File: src/rtl/mc_pkg.sv
// Shared encodings for the multicycle controller: FSM states, opcodes, ALU op codes
// and the small mux-select constants the datapath expects.
package mc_pkg;

  typedef enum logic [3:0] {
    S_IDLE   = 4'd0,
    S_FETCH  = 4'd1,
    S_DECODE = 4'd2,
    S_MEMADR = 4'd3,
    S_MEMRD  = 4'd4,
    S_MEMWB  = 4'd5,
    S_MEMWR  = 4'd6,
    S_EXEC   = 4'd7,
    S_ALUWB  = 4'd8,
    S_BRANCH = 4'd9,
    S_JUMP   = 4'd10
  } state_t;

  localparam logic [5:0] OP_R   = 6'b000000;
  localparam logic [5:0] OP_LW  = 6'b100011;
  localparam logic [5:0] OP_SW  = 6'b101011;
  localparam logic [5:0] OP_BEQ = 6'b000100;
  localparam logic [5:0] OP_J   = 6'b000010;

  localparam logic [1:0] ALUOP_ADD   = 2'b00;
  localparam logic [1:0] ALUOP_SUB   = 2'b10;
  localparam logic [1:0] ALUOP_FUNCT = 2'b01;

  // ALU B-input select: register, constant 4, sign-extended imm, shifted imm
  localparam logic [1:0] ALUB_REG   = 2'b00;
  localparam logic [1:0] ALUB_FOUR  = 2'b01;
  localparam logic [1:0] ALUB_IMM   = 2'b10;
  localparam logic [1:0] ALUB_SHIMM = 2'b11;

  localparam logic [1:0] PCSRC_ALU    = 2'b00;
  localparam logic [1:0] PCSRC_BRANCH = 2'b01;
  localparam logic [1:0] PCSRC_JUMP   = 2'b10;

endpackage

File: src/rtl/mc_control.sv
// Multicycle MIPS-style control FSM with retired-instruction counter.
// Define MC_CONTROL_JUMP_EN to decode opcode 000010 as a jump; otherwise it is illegal.
module mc_control
  import mc_pkg::*;
(
  input  logic        clk,
  input  logic        rst,
  input  logic [5:0]  opcode,
  input  logic        zero,
  input  logic        mem_ready,
  output logic        pc_we,
  output logic        iord,
  output logic        mem_read,
  output logic        mem_write,
  output logic        ir_write,
  output logic        reg_write,
  output logic        reg_dst,
  output logic        mem_to_reg,
  output logic        alu_src_a,
  output logic [1:0]  alu_src_b,
  output logic [1:0]  aluop,
  output logic [1:0]  pc_source,
  output logic        illegal,
  output logic [15:0] instr_count,
  output logic [3:0]  state
);

  state_t      state_q, state_d;
  logic [15:0] instr_count_q, instr_count_d;
  logic        retire;

  always_ff @(posedge clk or posedge rst) begin
    if (rst) begin
      state_q       <= S_IDLE;
      instr_count_q <= 16'd0;
    end else begin
      state_q       <= state_d;
      instr_count_q <= instr_count_d;
    end
  end

  // Next state; retire marks the hop back to FETCH that completes an instruction
  always_comb begin
    state_d = state_q;
    retire  = 1'b0;
    illegal = 1'b0;
    case (state_q)
      S_IDLE:   state_d = S_FETCH;
      S_FETCH:  if (mem_ready) state_d = S_DECODE;
      S_DECODE: begin
        case (opcode)
          OP_R:          state_d = S_EXEC;
          OP_LW, OP_SW:  state_d = S_MEMADR;
          OP_BEQ:        state_d = S_BRANCH;
`ifdef MC_CONTROL_JUMP_EN
          OP_J:          state_d = S_JUMP;
`endif
          default: begin
            state_d = S_FETCH;
            illegal = 1'b1;
          end
        endcase
      end
      S_MEMADR: state_d = (opcode == OP_LW) ? S_MEMRD : S_MEMWR;
      S_MEMRD:  if (mem_ready) state_d = S_MEMWB;
      S_MEMWB: begin
        state_d = S_FETCH;
        retire  = 1'b1;
      end
      S_MEMWR: begin
        if (mem_ready) begin
          state_d = S_FETCH;
          retire  = 1'b1;
        end
      end
      S_EXEC:   state_d = S_ALUWB;
      S_ALUWB: begin
        state_d = S_FETCH;
        retire  = 1'b1;
      end
      S_BRANCH: begin
        state_d = S_FETCH;
        retire  = 1'b1;
      end
`ifdef MC_CONTROL_JUMP_EN
      S_JUMP: begin
        state_d = S_FETCH;
        retire  = 1'b1;
      end
`endif
      default:  state_d = S_IDLE;
    endcase
    instr_count_d = retire ? instr_count_q + 16'd1 : instr_count_q;
  end

  // Control decode: pure function of state except ir_write/pc_we, which follow inputs
  always_comb begin
    pc_we      = 1'b0;
    iord       = 1'b0;
    mem_read   = 1'b0;
    mem_write  = 1'b0;
    ir_write   = 1'b0;
    reg_write  = 1'b0;
    reg_dst    = 1'b0;
    mem_to_reg = 1'b0;
    alu_src_a  = 1'b0;
    alu_src_b  = ALUB_REG;
    aluop      = ALUOP_ADD;
    pc_source  = PCSRC_ALU;
    case (state_q)
      S_FETCH: begin
        mem_read  = 1'b1;
        alu_src_b = ALUB_FOUR;
        ir_write  = mem_ready;
        pc_we     = mem_ready;
      end
      S_DECODE: alu_src_b = ALUB_SHIMM;
      S_MEMADR: begin
        alu_src_a = 1'b1;
        alu_src_b = ALUB_IMM;
      end
      S_MEMRD: begin
        mem_read = 1'b1;
        iord     = 1'b1;
      end
      S_MEMWB: begin
        reg_write  = 1'b1;
        mem_to_reg = 1'b1;
      end
      S_MEMWR: begin
        mem_write = 1'b1;
        iord      = 1'b1;
      end
      S_EXEC: begin
        alu_src_a = 1'b1;
        aluop     = ALUOP_FUNCT;
      end
      S_ALUWB: begin
        reg_write = 1'b1;
        reg_dst   = 1'b1;
      end
      S_BRANCH: begin
        alu_src_a = 1'b1;
        aluop     = ALUOP_SUB;
        pc_source = PCSRC_BRANCH;
        pc_we     = zero;
      end
`ifdef MC_CONTROL_JUMP_EN
      S_JUMP: begin
        pc_source = PCSRC_JUMP;
        pc_we     = 1'b1;
      end
`endif
      default: ;
    endcase
  end

  assign instr_count = instr_count_q;
  assign state       = state_q;

endmodule

File: config.mk
export PLATFORM = sky130hd
export DESIGN_NAME = mc_control
export DESIGN_NICKNAME = d
export VERILOG_FILES = /design/src/rtl/mc_pkg.sv /design/src/rtl/mc_control.sv
export SDC_FILE = /design/constraint.sdc
export NUM_CORES = 1
export LEC_CHECK = 0
export CAP_MARGIN = 15
export CORE_MARGIN = 2
export CORE_UTILIZATION = 40
export DETAILED_ROUTE_END_ITERATION = 6
export PLACE_DENSITY = 0.88
export SYNTH_ARGS = -nofsm -noshare
export SYNTH_HDL_FRONTEND = slang
export SYNTH_SLANG_ARGS = --single-unit
export TNS_END_PERCENT = 50
File: constraint.sdc
create_clock -name clk -period 1.6 [get_ports clk]
set_input_delay 0.24 -clock clk [delete_from_list [all_inputs] [get_ports clk]]
set_output_delay 0.24 -clock clk [all_outputs]
set_load 0.05 [all_outputs]
# [Yosys cells after proc, flatten, opt, wreduce, memory -nomap -nowiden]
# Cells that the tools add are included.
[op_classes] addsub=1 eq_ne=15 mux=22 n_reduce_logical=11
[op_table] cell="4-bit one-hot mux with 7 select lines" count=1
[op_table] cell="16-bit by 1-bit adder with 16-bit output (second input constant)" count=1
[op_table] cell="4-bit by 3-bit == test with 1-bit output (second input constant)" count=4
[op_table] cell="6-bit == test (second input constant)" count=2
[op_table] cell="1-bit 2-to-1 mux" count=12
[op_table] cell="4-bit 2-to-1 mux" count=3
[op_table] cell="4-bit one-hot mux with 3 select lines" count=1
[op_table] cell="4-bit by 2-bit == test with 1-bit output (second input constant)" count=2
[op_table] cell="4-bit == test (second input constant)" count=2
[op_table] cell="2-bit OR reduction" count=4
[op_table] cell="4-bit OR reduction" count=2
[op_table] cell="6-bit by 3-bit == test with 1-bit output (second input constant)" count=1
[op_table] cell="6-bit zero test" count=1
[op_table] cell="2-bit inequality test (second input constant)" count=3
[op_table] cell="2-bit one-hot mux with 3 select lines" count=1
[op_table] cell="3-bit OR reduction" count=2
[op_table] cell="4-bit by 1-bit == test with 1-bit output (second input constant)" count=1
[op_table] cell="4-bit zero test" count=1
[op_table] cell="1-bit one-hot mux with 2 select lines" count=2
[op_table] cell="2-bit one-hot mux with 2 select lines" count=1
[op_table] cell="3-bit AND reduction" count=1
[op_table] cell="2-bit 2-to-1 mux" count=1
[totals] register_bits=20 in_bits=10 out_inout_bits=36 elab_cells=51

# [Logic depth before layout (Yosys ltp)]
# Gate-level depths: netlist of the first run.
[logic_depth] word_depth=4 depth_mapped=6 depth_no_buf=4

# [Worst setup path before layout of the first run]
# Ideal clock, no wire load.
[synth_path] path_kind="flip-flop to output port" from="register state_q[3] (netlist: state[3])" to="output port illegal" t_arrival_ns=2.457 required_time_ns=1.360 slack_ns=-1.097 path_stages_with_launch=4 path_buffers=1 cell_sequence="dfrtp_1 -> clkbuf_1 -> or4b_1 -> nor3_1"
[synth_between] elab_chain_len=2
[synth_lines] element="start: declaration" line_no="mc_control.sv:28" rtl="state_t state_q, state_d;"
[synth_lines] element="start signal: assignment" line_no="mc_control.sv:37" rtl="state_q <= state_d;"
[synth_lines] element="4-bit by 2-bit == test with 1-bit output" line_no="mc_control.sv:47" rtl="case (state_q)"
[synth_lines] element="1-bit 2-to-1 mux" line_no="mc_control.sv:47"
[synth_lines] element="end: declaration" line_no="mc_control.sv:23" rtl="output logic illegal,"
# Every way passes these cells.

# [Final worst setup path of the first run]
[layout_path] from="register state_q[2] (netlist: state[2])" to="output port reg_write"
[layout_between] elab_chain_len=3 elab_cells_between_ends=4 classes_between="eq/ne: 2; mux: 1; reduce/logical: 1"
[layout_lines] element="4-bit == test or 4-bit by 3-bit == test with 1-bit output (tied branches)" line_no="mc_control.sv:110" rtl="case (state_q)"
[layout_lines] element="2-bit OR reduction (no source line) (*)"
[layout_lines] element="1-bit 2-to-1 mux (*)" line_no="mc_control.sv:110"
[layout_lines] element="end: declaration" line_no="mc_control.sv:16" rtl="output logic reg_write,"
# Mark *: on every way between the ends. The rest lies on a longest branch, timed or not.

==> impl_metrics.tcl, run 1 <==
set metrics [dict create \
    gp_congestion 0.8979 \
    wl_per_cell_um 20.57 \
    p_sw_w 0.002751 \
    cp.required_ps 1360 \
    numCtsBuffers 3 \
    setup_viol 34 \
    status "complete, but fails checks" \
    slew_viol_final 0 \
    worst-path-max-fanout 4 \
    drv_cap 0 \
    r2r_start "state[2]" \
    p_leak_nw 1.121 \
    clockBufferDepth 2 \
    violations "setup timing" \
    coreArea_um2 3028 \
    num_io_pins 46 \
    die_height_um 60.13 \
    fin_crit_ps 1925 \
    synthCells 134 \
    grt_start_max_net_pins 21 \
    rsz0062_at_grt "true" \
    die_w_um 60.13 \
    overflow 0 \
    area_growth_pct 107.9 \
    cts_tree "built" \
    finalHoldViolCount 0 \
    antenna_found_initial 0 \
    drc 0 \
    cp.arrival_ps 1690 \
    grt_pass1_wl_mm 7.100 \
    num_vias 1581 \
    max_freq_mhz 519.4 \
    cts_root_buffer "clkbuf_4" \
    clk_pin_slew_worst_paths_ps 110 \
    finalCritPeriodShare_pct 120.3 \
    htreeDepth 1 \
    synth-edff-count 0 \
    synth_flop_cell "dfrtp_1" \
    dieArea_um2 3615 \
    hpwl_mm 2.711 \
    slew_headroom_pct 64.87 \
    hp-class "in -> async" \
    clockPowerShare_pct 4.4 \
    ys_types 40 \
    end_kind "output pin" \
    total_power_w 0.005522 \
    worst_pin_slew_ps 525.7 \
    diodes 0 \
    netlist_area_um2 1260 \
    power_density_nw_per_um2 2108 \
    synthArstFlopShare_pct 100.0 \
    drt_iter0_drc 98 \
    yosysMostFrequentCell "dfrtp_1" \
    synth_top_area_share_pct 39.72 \
    drtAntennaViolNets 0 \
    critPathKind "reg -> out" \
    synth-seq-cells 20 \
    drt-total-wl_mm 5.452 \
    synth.top_cells.by_count "20 x dfrtp_1, 13 x xor2_1, 12 x nor2_1, 10 x nand2_1, 6 x nand3_1" \
    p_comb_share_pct 80.8 \
    timing.final.ws_setup_ps -325.2 \
    critPathLaunchType "flip-flop" \
    intPower_w 0.002771 \
    setup_tns_ps -6006 \
    peakVddDrop_v 0.001337 \
    synth_area_leader_cell "dfrtp_1" \
    initial_core_util_pct 41.61 \
    syn_area_per_cell_um2 9.403 \
    synth_nets 145 \
    crit_start "state[2]" \
    ys_seq_area_share_pct 39.72 \
    rows 20 \
    yosysWarningCount 0 \
    numPortBuffers 44 \
    clock_latency_ps 310 \
    clkSinkCount 20 \
    drive_gt1_share_pct 60.63 \
    grt_usage_pct 26.16 \
    sw_frac_of_total_pct 49.82 \
    avgViaCountPerCell 5.966 \
    num-nets-final 234 \
    yosys-top-cells-area "dfrtp_1 40%, xor2_1 9.0%, nor3_2 4.0%, nor2_1 3.6%, nand2_1 3.0%" \
    dr.pass1.iters 5 \
    skew_ps 3.247 \
    grt_pass1_vias 1477 \
    seq_power_share_pct 14.9 \
]
-- layout make-up --
class | instances | area [µm²]
clock buffers | 3 | 22.52
fillers | 145 | 407.9
inverters | 3 | 11.26
multi-input cells | 103 | 1002
flip-flops and latches | 20 | 505.5
well taps | 44 | 55.05
repair buffers | 92 | 1023
-- through the flow --
stage / cell area (µm²) / hold WS, ps / utilization (%) / instances / setup slack, ps
after floorplan: 1410 / 203.6 / - / 134 / -281.8
after global placement: 2181 / 458.8 / 72.02 / 239 / -273.2
after detailed placement: 2181 / 482.7 / 72.02 / 239 / -318.1
after CTS: 2432 / 262.0 / 80.33 / 255 / -288.3
after global routing: 2620 / 374.8 / 86.53 / 265 / -344.2
final: 2620 / 331.3 / 86.53 / 265 / -325.2
-- worst paths after layout --
kind,depth (start not counted),end,slack (ps)
setup / recovery,4,reg_write,-330
hold / removal,3,state[1],330
setup reg to reg,6,instr_count[3],-280
hold reg to reg,1,instr_count[15],490
max in group asynchronous,3,state[3],1040
min in group clk,1,instr_count[15],490
-- critical path: stages, from the launching register on --
cell and delay (ps):
dfrtp_2 470, or3b_4 440, buf_6 150, o21ai_4 160, buf_12 160
-- power groups by stage --
| stage | clock network, W | logic, W | registers, W |
|---|---|---|---|
| after floorplan | 0 | 0.00154 | 0.00127 |
| after global placement | 0 | 0.00329 | 0.000796 |
| after detailed placement | 0 | 0.00338 | 0.000817 |
| after CTS | 0.000246 | 0.00390 | 0.000801 |
| after global routing | 0.000256 | 0.00463 | 0.000835 |
| final | 0.000242 | 0.00446 | 0.000821 |
-- state kept, by name (all words and copies together), names as in the netlist --
register,count
instr_count,16
state,4
-- layer usage --
metal	vias to the layer above	GRT usage, %	share of wire, %
met5	-	0	0
met4	0	10.79	6.5
met3	40	3.247	7.2
met2	119	47.52	51
met1	766	30.61	36
li1	656	-	-
-- what timing repair did --
item	4_1_cts	5_1_grt
setup endpoints to repair	26	32
pin swaps	15	13
gates resized for setup	29	24
buffers inserted	13	10
hold buffers	0	0
cloned	0	1
-- logic make-up after synthesis --
kind of cell | synth area share, %
flip-flops | 39.72
buffers and inverters | 5.362
XOR/XNOR | 11.12
AND/OR/NAND/NOR | 31.38
AO/OA/AOI/OAI | 10.23
other | 0.2976
multiplexers | 0.8937
adder cells (fa/ha/maj) | 0.9929
-- cell usage in the layout, fill, tap and decap left out, types with 3 or more instances in the layout --
cell type and count:
buf_8 3, dfrtp_1 16, nand2_1 10, buf_6 10, clkdlybuf4s50_1 9, dfrtp_2 4
nand3_1 6, clkbuf_4 3, a21oi_1 4, and3_4 3, nand2b_4 4, xor2_1 13
nor2_4 5, buf_4 50, nor2_1 5, inv_1 3, nor3_4 7, buf_12 20
Power figures use the tool's default switching activity.
==> run 2, diff against run 1 <==
--- a/config.mk
+++ b/config.mk
@@ -7,9 +7,11 @@
 export LEC_CHECK = 0
 export CAP_MARGIN = 15
 export CORE_MARGIN = 2
-export CORE_UTILIZATION = 40
+export CORE_UTILIZATION = 41
+export CTS_BUF_LIST = sky130_fd_sc_hd__clkbuf_4 sky130_fd_sc_hd__clkbuf_8
 export DETAILED_ROUTE_END_ITERATION = 6
-export PLACE_DENSITY = 0.88
+export PLACE_DENSITY = 0.9
+export SLEW_MARGIN = 20
 export SYNTH_ARGS = -nofsm -noshare
 export SYNTH_HDL_FRONTEND = slang
 export SYNTH_SLANG_ARGS = --single-unit
==> impl_metrics.tcl, run 2 (synthesis gave the netlist of run 1 again) <==
set metrics [dict create \
    cp.required_ps 1360 \
    finalCritPeriodShare_pct 122.3 \
    fin_crit_ps 1956 \
    diodes 0 \
    clkSinkCount 20 \
    wl_per_cell_um 22.62 \
    max_freq_mhz 511.1 \
    clock_latency_ps 320 \
    grt_pass1_vias 1593 \
    cp_slowest_cell "dfrtp_2" \
    post-place-ws_ps -373.6 \
    r2r-end "instr_count[14]" \
    drv_cap 0 \
    drt_iter0_drc 129 \
    top_layer "met4" \
    antenna_found_initial 0 \
    grt_usage_pct 30.76 \
    layout_common_cells "50 x buf_4, 24 x buf_12, 16 x dfrtp_1, 15 x buf_6, 13 x xor2_1" \
    avgViaCountPerCell 6.080 \
    rows 20 \
    drive_gt1_share_pct 63.60 \
    dr.pass1.iters 4 \
    num_vias 1587 \
    clk_pin_slew_worst_paths_ps 120 \
    drt-total-wl_mm 5.904 \
    reg2reg_depth 6 \
    hold_ws_ps 261.9 \
    num-nets-final 240 \
    grt_pass1_wl_mm 7.962 \
    drtAntennaViolNets 0 \
    drc 0 \
    worst-path-max-fanout 5 \
    cts_root_buffer "clkbuf_4" \
    numPortBuffers 44 \
    die_w_um 59.44 \
    cp_cell_sequence "or3b_4, buf_6, a21boi_4, buf_12" \
    final_common_cell "buf_4" \
    slew_viol_final 0 \
    cts_tree "built" \
    dieArea_um2 3533 \
    stdcell_area_um2 2773 \
    status "complete, but fails checks" \
    initial_core_util_pct 42.31 \
    critPathLaunchType "flip-flop" \
    htreeDepth 1 \
    peakVddDrop_v 0.001635 \
    finalHoldViolCount 0 \
    nFillCells 96 \
    setup_tns_ps -6915 \
    slew_headroom_pct 56.90 \
    wl_met2_mm 3.176 \
    setup_viol 34 \
    power_density_nw_per_um2 2117 \
    timing.final.ws_setup_ps -356.5 \
    hp-class "in -> async" \
    met1_length_mm 2.082 \
    dpl_cell_area_um2 2152 \
    area_growth_pct 120.1 \
    gp_congestion 0.8915 \
    end_kind "output pin" \
    hold_buffers 0 \
    skew_ps 6.993 \
    numCtsBuffers 3 \
    coreArea_um2 2978 \
    die_height_um 59.44 \
    overflow 0 \
    cp.depth 4 \
    num_io_pins 46 \
    hpwl_mm 2.723 \
    largest_reg_flops 16 \
    p_leak_nw 1.244 \
    crit_buf_inv 2 \
    rsz0062_at_grt "true" \
    worst_pin_slew_ps 645.0 \
    wl_met3_um 382 \
    violations "setup timing" \
    clockBufferDepth 2 \
    grt_start_max_net_pins 21 \
    final_core_util_pct 93.11 \
    critPathKind "reg -> out" \
    critPathTopFamily "flip-flops" \
    slowest_delay_ps 500 \
    cp.arrival_ps 1720 \
    r2r_start "state[2]" \
    rrSetupSlack_ps -270 \
]
[run 2: cell types whose count changed in the layout (fill, tap and decap cells not counted), sizes merged]
cell,change
buf,+6
clkbuf,+1
[run 2: final cells by class]
| cell class | count | area [µm²] | area share, % |
|---|---|---|---|
| clock buffer | 4 | 36.28 | 1.309 |
| inverter | 3 | 11.26 | 0.4061 |
| multi-input combinational | 103 | 1064 | 38.36 |
| sequential | 20 | 505.5 | 18.23 |
| tap | 33 | 41.29 | 1.489 |
| timing repair buffer | 98 | 1115 | 40.21 |
[run 2: per-stage QoR]
stage / std cells / power [W]
2_1_floorplan: 134 / 0.002815
3_3_place_gp: 226 / 0.004049
6_report: 261 / 0.005870
3_5_place_dp: 226 / 0.004121
5_1_grt: 261 / 0.006034
4_1_cts: 252 / 0.005233
[run 2: worst min-delay path, delay by kind of cell]
family                 cells  cell delay (ps)
buffers and inverters      3              730
[run 2: metal layers]
| metal | GRT usage [%] | up-vias |
|---|---|---|
| met3 | 3.930 | 29 |
| met1 | 32.38 | 786 |
| met2 | 57.30 | 109 |
| met5 | 0 | - |
| met4 | 18.18 | 0 |
| li1 | - | 663 |
[run 2: where the power goes]
group          leakage [nW]  total (W)  switching, W  internal (W)
Sequential            0.211   0.000836      0.000185      0.000650
Clock                0.0210   0.000305      0.000166      0.000139
Combinational          1.01    0.00473       0.00255       0.00217
Total                  1.24    0.00587       0.00291       0.00296
[run 2: timing repair]
| item | 4_1_cts | 5_1_grt |
|---|---|---|
| pin swaps | 18 | 18 |
| buffers inserted | 21 | 11 |
| resized for setup | 46 | 26 |
| cloned | 1 | 0 |
| endpoints found under the setup margin | 30 | 37 |
[run 2: worst max path at each step]
stage	start	to	slack [ps]
after CTS	state[3]	illegal	-300
after detailed placement	opcode[0]	state[3]	-370
final	state[2]	alu_src_a	-360
after global routing	state[2]	alu_src_a	-380
after floorplan	state[2]	illegal	-280
after global placement	opcode[0]	illegal	-270
